[config.mk]
export PLATFORM = sky130hd
export DESIGN_NAME = m_vram_scanout
export DESIGN_NICKNAME = d
export VERILOG_FILES = /design/src/rtl/vga_pkg.sv /design/src/rtl/m_vga_timing.sv /design/src/rtl/m_vram_scanout.sv
export SDC_FILE = /design/constraint.sdc
export NUM_CORES = 1
export LEC_CHECK = 0
export ABC_CLOCK_PERIOD_IN_PS = 2400
export CAP_MARGIN = 10
export CORE_MARGIN = 5
export CORE_UTILIZATION = 45
export CTS_CLUSTER_DIAMETER = 100
export CTS_CLUSTER_SIZE = 20
export DETAILED_ROUTE_END_ITERATION = 16
export GPL_TIMING_DRIVEN = 0
export PLACE_DENSITY_LB_ADDON = 0.1
export SLEW_MARGIN = 40
export SYNTH_ARGS = -nofsm -noshare
export SYNTH_HDL_FRONTEND = slang
export SYNTH_SLANG_ARGS = --single-unit
export TNS_END_PERCENT = 10
[constraint.sdc]
create_clock -name clk -period 2.4 [get_ports clk]
set_input_delay 0.36 -clock clk [delete_from_list [all_inputs] [get_ports clk]]
set_output_delay 0.36 -clock clk [all_outputs]
set_load 0.01 [all_outputs]
[src/rtl/vga_pkg.sv]
// Shared SVGA scanout definitions: 800x600@60 timing defaults, VRAM widths,
// the IRGB-to-12-bit colour expansion and the VRAM port arbiter states.
package vga_pkg;

   localparam int SVGA_H_ACTIVE = 800;
   localparam int SVGA_H_FP     = 40;
   localparam int SVGA_H_SYNC   = 128;
   localparam int SVGA_H_BP     = 88;
   localparam int SVGA_V_ACTIVE = 600;
   localparam int SVGA_V_FP     = 1;
   localparam int SVGA_V_SYNC   = 4;
   localparam int SVGA_V_BP     = 23;

   localparam int VRAM_ADDR_W = 19;
   localparam int VRAM_DATA_W = 4;

   // Counter widths sized for the full 1056 x 628 raster.
   localparam int HCNT_W = 11;
   localparam int VCNT_W = 10;

   typedef enum logic [1:0] {
      ARB_SCAN   = 2'd0,
      ARB_VBLANK = 2'd1,
      ARB_GRANT  = 2'd2
   } arb_state_e;

   // Each 4-bit channel is {C,I,C,I}, so intensity lifts every colour evenly.
   function automatic logic [11:0] irgb_to_rgb12(input logic [3:0] irgb);
      logic in, rd, gr, bl;
      {in, rd, gr, bl} = irgb;
      return {rd, in, rd, in, gr, in, gr, in, bl, in, bl, in};
   endfunction

endpackage

[src/rtl/m_vga_timing.sv]
// Raster counters for the scanout engine plus the raw (undelayed) sync,
// visible-area and frame-start flags decoded from them.
module m_vga_timing
   import vga_pkg::*;
#(
   parameter int H_ACTIVE = SVGA_H_ACTIVE,
   parameter int H_FP     = SVGA_H_FP,
   parameter int H_SYNC   = SVGA_H_SYNC,
   parameter int H_BP     = SVGA_H_BP,
   parameter int V_ACTIVE = SVGA_V_ACTIVE,
   parameter int V_FP     = SVGA_V_FP,
   parameter int V_SYNC   = SVGA_V_SYNC,
   parameter int V_BP     = SVGA_V_BP
) (
   input  logic              clk,
   input  logic              rst,
   output logic [HCNT_W-1:0] hcnt,
   output logic [VCNT_W-1:0] vcnt,
   output logic              line_end,
   output logic              hsync_raw,
   output logic              vsync_raw,
   output logic              active_raw,
   output logic              frame_start_raw
);

   localparam int H_TOTAL = H_ACTIVE + H_FP + H_SYNC + H_BP;
   localparam int V_TOTAL = V_ACTIVE + V_FP + V_SYNC + V_BP;

   localparam logic [HCNT_W-1:0] H_LAST   = HCNT_W'(H_TOTAL - 1);
   localparam logic [HCNT_W-1:0] H_VIS    = HCNT_W'(H_ACTIVE);
   localparam logic [HCNT_W-1:0] HS_BEGIN = HCNT_W'(H_ACTIVE + H_FP);
   localparam logic [HCNT_W-1:0] HS_END   = HCNT_W'(H_ACTIVE + H_FP + H_SYNC - 1);
   localparam logic [VCNT_W-1:0] V_LAST   = VCNT_W'(V_TOTAL - 1);
   localparam logic [VCNT_W-1:0] V_VIS    = VCNT_W'(V_ACTIVE);
   localparam logic [VCNT_W-1:0] VS_BEGIN = VCNT_W'(V_ACTIVE + V_FP);
   localparam logic [VCNT_W-1:0] VS_END   = VCNT_W'(V_ACTIVE + V_FP + V_SYNC - 1);

   assign line_end = (hcnt == H_LAST);

   always_ff @(posedge clk or posedge rst) begin
      if (rst) begin
         hcnt <= '0;
         vcnt <= '0;
      end else if (line_end) begin
         hcnt <= '0;
         vcnt <= (vcnt == V_LAST) ? '0 : vcnt + 1'b1;
      end else begin
         hcnt <= hcnt + 1'b1;
      end
   end

   assign hsync_raw       = !((hcnt >= HS_BEGIN) && (hcnt <= HS_END));
   assign vsync_raw       = !((vcnt >= VS_BEGIN) && (vcnt <= VS_END));
   assign active_raw      = (hcnt < H_VIS) && (vcnt < V_VIS);
   assign frame_start_raw = (hcnt == '0) && (vcnt == '0);

endmodule

[src/rtl/m_vram_scanout.sv]
// VRAM read-side scanout: SVGA timing, sequential read addresses, IRGB colour
// expansion with matched sync delay, and the vblank-only writer arbiter.
// Build option SCANOUT_TESTPATTERN_EN replaces VRAM pixels with colour bars.
module m_vram_scanout
   import vga_pkg::*;
#(
   parameter int H_ACTIVE   = SVGA_H_ACTIVE,
   parameter int H_FP       = SVGA_H_FP,
   parameter int H_SYNC     = SVGA_H_SYNC,
   parameter int H_BP       = SVGA_H_BP,
   parameter int V_ACTIVE   = SVGA_V_ACTIVE,
   parameter int V_FP       = SVGA_V_FP,
   parameter int V_SYNC     = SVGA_V_SYNC,
   parameter int V_BP       = SVGA_V_BP,
   parameter int ADDR_WIDTH = VRAM_ADDR_W,
   parameter int DATA_WIDTH = VRAM_DATA_W
) (
   input  logic                  clk,
   input  logic                  w_rst,
   output logic [ADDR_WIDTH-1:0] o_addr,
   input  logic [DATA_WIDTH-1:0] i_data,
   output logic                  o_hsync,
   output logic                  o_vsync,
   output logic [3:0]            o_red,
   output logic [3:0]            o_green,
   output logic [3:0]            o_blue,
   output logic                  o_active,
   output logic                  o_frame_start,
   input  logic                  i_wr_req,
   output logic                  o_wr_gnt,
   output arb_state_e            o_arb_state
);

   localparam int V_TOTAL = V_ACTIVE + V_FP + V_SYNC + V_BP;

   localparam logic [VCNT_W-1:0] V_PRE_BLANK = VCNT_W'(V_ACTIVE - 1);
   localparam logic [VCNT_W-1:0] V_LAST      = VCNT_W'(V_TOTAL - 1);

   logic [HCNT_W-1:0] hcnt;
   logic [VCNT_W-1:0] vcnt;
   logic              line_end;
   logic              hsync_raw;
   logic              vsync_raw;
   logic              active_raw;
   logic              frame_start_raw;

   m_vga_timing #(
      .H_ACTIVE (H_ACTIVE),
      .H_FP     (H_FP),
      .H_SYNC   (H_SYNC),
      .H_BP     (H_BP),
      .V_ACTIVE (V_ACTIVE),
      .V_FP     (V_FP),
      .V_SYNC   (V_SYNC),
      .V_BP     (V_BP)
   ) u_timing (
      .clk             (clk),
      .rst             (w_rst),
      .hcnt            (hcnt),
      .vcnt            (vcnt),
      .line_end        (line_end),
      .hsync_raw       (hsync_raw),
      .vsync_raw       (vsync_raw),
      .active_raw      (active_raw),
      .frame_start_raw (frame_start_raw)
   );

   // Stage 1 issues the address; stages 1-2 carry the raster flags while the
   // VRAM answers, and stage 3 registers colour and flags together.
   logic act_p1, act_p2;
   logic hs_p1, hs_p2;
   logic vs_p1, vs_p2;
   logic fs_p1, fs_p2;

   always_ff @(posedge clk or posedge w_rst) begin
      if (w_rst) begin
         o_addr <= '0;
         act_p1 <= 1'b0;
         act_p2 <= 1'b0;
         hs_p1  <= 1'b1;
         hs_p2  <= 1'b1;
         vs_p1  <= 1'b1;
         vs_p2  <= 1'b1;
         fs_p1  <= 1'b0;
         fs_p2  <= 1'b0;
      end else begin
         // Restarting at (0,0) lets the address simply count visible pixels.
         if (frame_start_raw) begin
            o_addr <= '0;
         end else if (active_raw) begin
            o_addr <= o_addr + 1'b1;
         end
         act_p1 <= active_raw;
         act_p2 <= act_p1;
         hs_p1  <= hsync_raw;
         hs_p2  <= hs_p1;
         vs_p1  <= vsync_raw;
         vs_p2  <= vs_p1;
         fs_p1  <= frame_start_raw;
         fs_p2  <= fs_p1;
      end
   end

   logic [3:0]  pixel;
   logic [11:0] rgb;

`ifdef SCANOUT_TESTPATTERN_EN
   logic [3:0] bar_p1, bar_p2;

   always_ff @(posedge clk or posedge w_rst) begin
      if (w_rst) begin
         bar_p1 <= '0;
         bar_p2 <= '0;
      end else begin
         bar_p1 <= hcnt[9:6];
         bar_p2 <= bar_p1;
      end
   end

   assign pixel = bar_p2;
`else
   assign pixel = i_data[3:0];
`endif

   assign rgb = irgb_to_rgb12(pixel);

   always_ff @(posedge clk or posedge w_rst) begin
      if (w_rst) begin
         o_red         <= '0;
         o_green       <= '0;
         o_blue        <= '0;
         o_active      <= 1'b0;
         o_hsync       <= 1'b1;
         o_vsync       <= 1'b1;
         o_frame_start <= 1'b0;
      end else begin
         if (act_p2) begin
            {o_red, o_green, o_blue} <= rgb;
         end else begin
            {o_red, o_green, o_blue} <= '0;
         end
         o_active      <= act_p2;
         o_hsync       <= hs_p2;
         o_vsync       <= vs_p2;
         o_frame_start <= fs_p2;
      end
   end

   arb_state_e arb_state;
   logic       vblank_entry;
   logic       last_line;
   logic       revoke;

   // Enter VBLANK on the same edge that vcnt steps onto V_ACTIVE.
   assign vblank_entry = line_end && (vcnt == V_PRE_BLANK);
   assign last_line    = (vcnt == V_LAST);
   assign revoke       = last_line && (hcnt == '0);

   always_ff @(posedge clk or posedge w_rst) begin
      if (w_rst) begin
         arb_state <= ARB_SCAN;
         o_wr_gnt  <= 1'b0;
      end else if (revoke && (arb_state != ARB_SCAN)) begin
         // One full line of margin before visible reads resume.
         arb_state <= ARB_SCAN;
         o_wr_gnt  <= 1'b0;
      end else begin
         case (arb_state)
            ARB_SCAN: begin
               if (vblank_entry) begin
                  arb_state <= ARB_VBLANK;
               end
            end
            ARB_VBLANK: begin
               if (i_wr_req && !last_line) begin
                  arb_state <= ARB_GRANT;
                  o_wr_gnt  <= 1'b1;
               end
            end
            ARB_GRANT: begin
               if (!i_wr_req) begin
                  arb_state <= ARB_VBLANK;
                  o_wr_gnt  <= 1'b0;
               end
            end
            default: begin
               arb_state <= ARB_SCAN;
               o_wr_gnt  <= 1'b0;
            end
         endcase
      end
   end

   assign o_arb_state = arb_state;

endmodule
==> results of run 1 <==
## routing by layer
metal	up-vias	wire, microns	global-route usage
li1	1093	-	-
met1	1038	2780	0.223
met2	59	2550	0.238
met3	11	309	0.0359
met4	0	147	0.0825
met5	-	0	0
## sequential cells by signal, summed over array words and instances (netlist names), 2 cells and up
signal         flops
o_arb_state        2
u_timing.hcnt     11
u_timing.vcnt     10
o_blue             2
o_addr            19
## through the flow
stage	utilization	power (uW)
2_1_floorplan	-	1090
6_report	0.571	1890
3_3_place_gp	0.542	1150
4_1_cts	0.571	1930
5_1_grt	0.571	1980
3_5_place_dp	0.546	1160
## worst max-delay path by stage
stage | start | endpoint | slack [ps] | cells past startpoint
final | u_timing.hcnt[0]$_DFF_PP0_ | o_arb_state[0]$_DFFE_PP0P_ | 260 | 7
after global routing | u_timing.hcnt[0]$_DFF_PP0_ | o_arb_state[0]$_DFFE_PP0P_ | 60 | 7
after CTS | u_timing.hcnt[0]$_DFF_PP0_ | o_arb_state[0]$_DFFE_PP0P_ | 260 | 7
after detailed placement | u_timing.hcnt[0]$_DFF_PP0_ | o_arb_state[0]$_DFFE_PP0P_ | 280 | 7
after global placement | w_rst | o_addr[12]$_DFFE_PP0P_ | -510 | 2
after floorplan | w_rst | act_p1$_DFF_PP0_ | 590 | 1
## kinds of logic after synthesis
logic type	Yosys count	synth area share
fa+ha+maj	7	0.0308
xor+xnor	25	0.0770
mux	1	0.00396
flops	59	0.522
simple gates	126	0.232
buf+inv	35	0.0607
compound gates	34	0.0739
## cells in the final DEF (no fill, tap or decap), drive strengths merged, types with 13 or more instances in the layout
cell type,instances
dfrtp,53
clkdlybuf4s50,44
nor2,31
nand2,23
xnor2,23
clkbuf,18
inv,16
nand3,15
o21ai,15
nor4,13
buf,13
## worst max-delay path, cell delays in order (launching register included)
cell and delay [ps]:
dfrtp_1 390, ha_1 240, and4_1 200, clkbuf_1 220
and3_1 310, clkbuf_1 400, a41oi_1 190, o21ai_0 130
## power groups by stage
stage | sequential, uW | clock [uW] | combinational, uW
floorplan | 1040 | 0 | 44.0
global placement | 1040 | 0 | 111
detailed placement | 1040 | 0 | 119
CTS | 1020 | 787 | 119
global route | 1020 | 830 | 128
finish | 1020 | 756 | 115
## area by class of cell
class,count,area [sq um],area share
Timing Repair Buffer,45,460,0.129
Sequential cell,59,1480,0.416
Clock buffer,11,131,0.0368
Tap cell,77,96.3,0.0270
Clock inverter,5,30.0,0.00842
Inverter,16,62.6,0.0175
Buffer,19,113,0.0316
Multi-Input combinational cell,193,1190,0.333
==> results.md, run 1 <==
- ANT cells: 0
- Synth async-reset ratio: 1.00
- GR Overflow Total: 0
- Clock Root Buffer: clkbuf_8
- Area growth syn-to-layout: 25.3%
- Yosys warns: 0
- Post-synthesis cell count: ~290
- Clk_skew: 9.03 ps
- Yosys reg bits: just under 60
- Int Pwr: ~1400 uW
- CTS tree: yes
- Critical Path End Type: flop
- Clock buffer depth: 2
- Post-DRT Antenna Nets: 0
- Total GRT Usage: 0.161
- HP Class: flop to flop
- Ys flop type: dfrtp_1
- Initial Util: 0.456
- Clk pin slew, worst setup/hold paths: about 70 ps
- FF-to-FF setup slack: between 200 and 300 ps
- Vias per cell: a little over 5
- Endpoints failing hold: 0
- Top cells by area, synth: dfrtp_1 47%, xnor2_1 7.1%, dfstp_2 5.5%
- Die area: 8010 sq um
- Post-synth EDFFs: 0
- Crit path kind: flop to flop
- Critical path required time: between 2000 and 3000 ps
- Clk Latency, worst-skew pair: about 340 ps
- Portion of total power attributed to combinational logic: 0.061
- Status: finished clean
- Chip Width: around 90 microns
- Non-filler cells, final: approximately 430
- Std cell rows: 29
- VDD IR-drop max: about 0.38 mV
- IO Pins: 45
- Final nets: around 360
- Share of cells above drive strength 1: 0.115
- Slew Viols, Final: 0
- Switching Share: 0.238
- Psw: ~450 uW
- Max Freq: approximately 0.47 GHz
- Inst Count DP: a little over 400
- Flop pwr share: 0.539
- Hpwl dp: approximately 4000 microns
- Inserted Clock Buffers: 9
- Final Instance Area: about 3600 sq um
- Worst rel slew slack: 0.698
- FF-to-FF path depth: 7
- WHS Path Cells: 0
- Hold Crit Start: fs_p2$_DFF_PP0_
- RSZ-0062 raised after global routing: no
- Power per cell area: approximately 530 nW/um^2
- # fillers: 536
- Pre-CTS WS: roughly 280 ps
- Synth Area per Inst: just under 10 sq um
- First-pass GRT wire length: 9830 microns
- Post-Route WL: approximately 5800 microns
- Initial DRC count: 133
- Final hold slack: around 350 ps
- DP Area: between 3000 and 4000 sq um
- Largest net degree at the start of global routing: 32
- Library cells used by synthesis: 34
- Final worst slack: between 200 and 300 ps
- Synth top area share: 0.466
- Total setup buffers inserted after CTS: 0
- CORE AREA: about 6200 sq um
- Wire per inst: about 14 microns
- Max cap viols: 0
- Hold EP: o_frame_start$_DFF_PP0_
- Routed via count: between 2,000 and 2,500
- Clock power share: 0.400
- Count leader, synth: dfrtp_1
- Endpoints failing setup: 0
- Register area share after synthesis: 0.522
- Drt pass-1 iters: 4
- Final period util: 0.891
- Post-CTS Hold Fix Bufs: 0
- Die Height: between 80 and 90 microns
- CP Max Fanout: 10
- Crit path arrival time: roughly 2400 ps
- Synthesized area: about 2800 sq um
- Number of global-route vias before repair: approximately 2,100
- Count of buffers from port buffering: 44
- CTS HTree Levels: 3
- Post-CTS sizing: 0
- Drt drc: 0
- R2R Path Start: u_timing.hcnt[0]$_DFF_PP0_
- Worst-margin pin slew: approximately 450 ps
- Initial antenna violation count: 0
- Cell taking the most area after synthesis: dfrtp_1
- Total negative slack: 0 ps
- Post-route minimum period: roughly 2100 ps
- GP Congestion: roughly 0.81
- Synth top cells by count: 53 x dfrtp_1, 31 x nor2_1, 23 x nand2_1, 23 x xnor2_1, 16 x inv_1
- Sink Count: between 50 and 60
- Critical Path Start Type: flop
- R2R Path End: o_arb_state[0]$_DFFE_PP0P_
- Syn nets: 301
- Leak: approximately 0.0015 uW
Power figures use the tool's default switching activity.
==> run 2, diff against run 1 <==
Settings changed: CORE_UTILIZATION 45 to 53, MAX_ROUTING_LAYER from default to met4.
==> run 2 against run 1 <==
Net effect: final cell count shrank 1.6%; first-iteration DRC count down 4.5%; routed wire length grew 2.7%; setup slack worse by 7.5 ps; combinational power about the same; die area down 13%; critical path type unchanged; count of clock-buffer cells in the layout increased by 3; highest routed layer unchanged; critical path depth did not move; hold slack better by 4.2 ps.
==> results.md, run 2 (same netlist as run 1, synthesis figures left out) <==
- Clock power share: 0.433 (+0.033)
- Routed via count: 2,282 (+3.7%)
- Inst Count DP: 402 (-1.7%)
- Sink Count: 59 (unchanged)
- Endpoints failing hold: 0 (unchanged)
- Largest Register: o_addr
- Met2 wire length: 2680 microns (+5.0%)
- Std cell rows: 26 (-10%)
- Most frequent cells in the layout: 53 x dfrtp_1, 44 x clkdlybuf4s50_1, 31 x nor2_1
- Drt drc: 0 (unchanged)
- Endpoints failing setup: 0 (unchanged)
- Flop pwr share: 0.510 (-0.029)
- Leak: 0.00149 uW (+1.1%)
- Clock buffer depth: 2 (unchanged)
- Drt pass-1 iters: 4 (unchanged)
- DP Area: 3400 sq um (-0.26%)
- Share of cells above drive strength 1: 0.109 (-0.00575)
- Clk Latency, worst-skew pair: 330 ps (about the same)
- Max reg flops: 19 (unchanged)
- Commonest non-fill, non-tap cell in the layout: dfrtp_1
- M1 wire length: 2730 microns (-1.5%)
- Slew Viols, Final: 0 (unchanged)
- Final period util: 0.894 (+0.00313)
- GR Overflow Total: 0 (unchanged)
- HP Class: flop to flop
- Die Height: 83.3 microns (-7.0%)
- First-pass GRT wire length: 10,400 microns (+6.0%)
- Area growth syn-to-layout: 25.9%
- Switching Share: 0.209 (-0.0286)
- VDD IR-drop max: 0.385 mV (+1.6%)
- CTS tree: yes
- Crit path kind: flop to flop
- Post-CTS Hold Fix Bufs: 0 (unchanged)
- Hpwl dp: 4260 microns (+4.6%)
- Initial DRC count: 127 (-4.5%)
- Largest regs: o_addr: 19 flops, u_timing.hcnt: 11 flops, u_timing.vcnt: 10 flops
- Critical Path Start Type: flop
- Util after Layout: 0.693 (+0.121)
- CP Max Fanout: 10 (unchanged)
- Psw: 418 uW (-7.0%)
- Worst rel slew slack: 0.641 (-0.0578)
- Die area: 6930 sq um (-13%)
- Vias per cell: 5.46 (+5.4%)
- Critical path required time: 2650 ps (about the same)
- Total GRT Usage: 0.192 (+0.0306)
- Clk pin slew, worst setup/hold paths: 60 ps (about the same)
- CORE AREA: 5170 sq um (-17%)
- CTS HTree Levels: 3 (unchanged)
- Largest net degree at the start of global routing: 33 (+3.1%)
- Post-route minimum period: 2150 ps (+7.52 ps)
- Crit path arrival time: 2390 ps (about the same)
- Portion of total power attributed to combinational logic: 0.057 (-0.004)
- RSZ-0062 raised after global routing: no
- Total negative slack: 0 ps (unchanged)
- Post-Route WL: 5940 microns (+2.7%)
- Critical Path End Type: flop
- Wire per inst: 14.2 microns (+4.5%)
- Final Instance Area: 3580 sq um (+0.49%)
- Metal3 WL: 357 microns (+16%)
- Int Pwr: 1580 uW (+9.7%)
- Inserted Clock Buffers: 9 (unchanged)
- Count of buffers from port buffering: 44 (unchanged)
- Initial antenna violation count: 0 (unchanged)
- Power per cell area: 558 nW/um^2 (+5.2%)
- IO Pins: 45 (unchanged)
- Max cap viols: 0 (unchanged)
- Initial Util: 0.550 (+0.0942)
- GP Congestion: 0.849 (+4.2%)
- Worst-margin pin slew: 534 ps (+81.8 ps)
- Uppermost routed layer: met4
- ANT cells: 0 (unchanged)
- Non-filler cells, final: 418 (-1.6%)
- Post-DRT Antenna Nets: 0 (unchanged)
- Status: finished clean
- Final worst slack: 255 ps (-7.52 ps)
- Clock Root Buffer: clkbuf_8
- Max Freq: 0.466 GHz (-0.35%)
- Pre-CTS WS: 309 ps (+27.2 ps)
- Chip Width: 83.3 microns (-7.0%)
- Post-CTS sizing: 0 (unchanged)
- Total setup buffers inserted after CTS: 0 (unchanged)
- Final nets: 357 (unchanged)
- Number of global-route vias before repair: 2,238 (+6.9%)
- Clk_skew: 10.2 ps (+1.16 ps)
-- run 2: layout make-up --
| cell class | count | area, sq um |
|---|---|---|
| sequential | 59 | 1480 |
| fill | 408 | 1590 |
| timing repair buffer | 45 | 460 |
| multi-input combinational | 193 | 1190 |
| buffer | 19 | 113 |
| inverter | 16 | 62.6 |
| tap | 70 | 87.6 |
| clock inverter | 2 | 35.0 |
| clock buffer | 14 | 153 |
-- run 2: through the flow --
stage	total power, uW	hold WS, ps
3_3_place_gp	1150	333
5_1_grt	2090	363
4_1_cts	2020	356
2_1_floorplan	1090	331
6_report	2000	353
3_5_place_dp	1150	344
-- run 2: critical path: stages, from the launching register on --
cell and delay (ps):
dfrtp_1 380, ha_1 250, and4_1 210, clkbuf_1 230, and3_1 310, clkbuf_1 380, a41oi_1 180, o21ai_0 110
-- run 2: final timing paths --
kind,startpoint,to,slack [ps],cells after the start
max,u_timing.hcnt[0]$_DFF_PP0_,o_arb_state[0]$_DFFE_PP0P_,250,7
min,act_p1$_DFF_PP0_,act_p2$_DFF_PP0_,350,0
max reg2reg,u_timing.hcnt[0]$_DFF_PP0_,o_arb_state[0]$_DFFE_PP0P_,250,7
min reg2reg,act_p1$_DFF_PP0_,act_p2$_DFF_PP0_,350,0
max in group asynchronous,w_rst,o_vsync$_DFF_PP1_,1480,3
min in group asynchronous,w_rst,o_addr[4]$_DFFE_PP0P_,360,2
-- run 2: metal layers --
metal	global-route usage	vias to the layer above
li1	-	1096
met1	0.242	1081
met2	0.285	90
met3	0.0396	15
met4	0.114	0
met5	-	-
-- run 2: power by group through the flow --
stage	Clock (uW)	Sequential (uW)	Combinational [uW]
5_1_grt	941	1020	126
2_1_floorplan	0	1040	44.0
6_report	866	1020	114
3_3_place_gp	0	1040	110
3_5_place_dp	0	1040	117
4_1_cts	883	1020	117
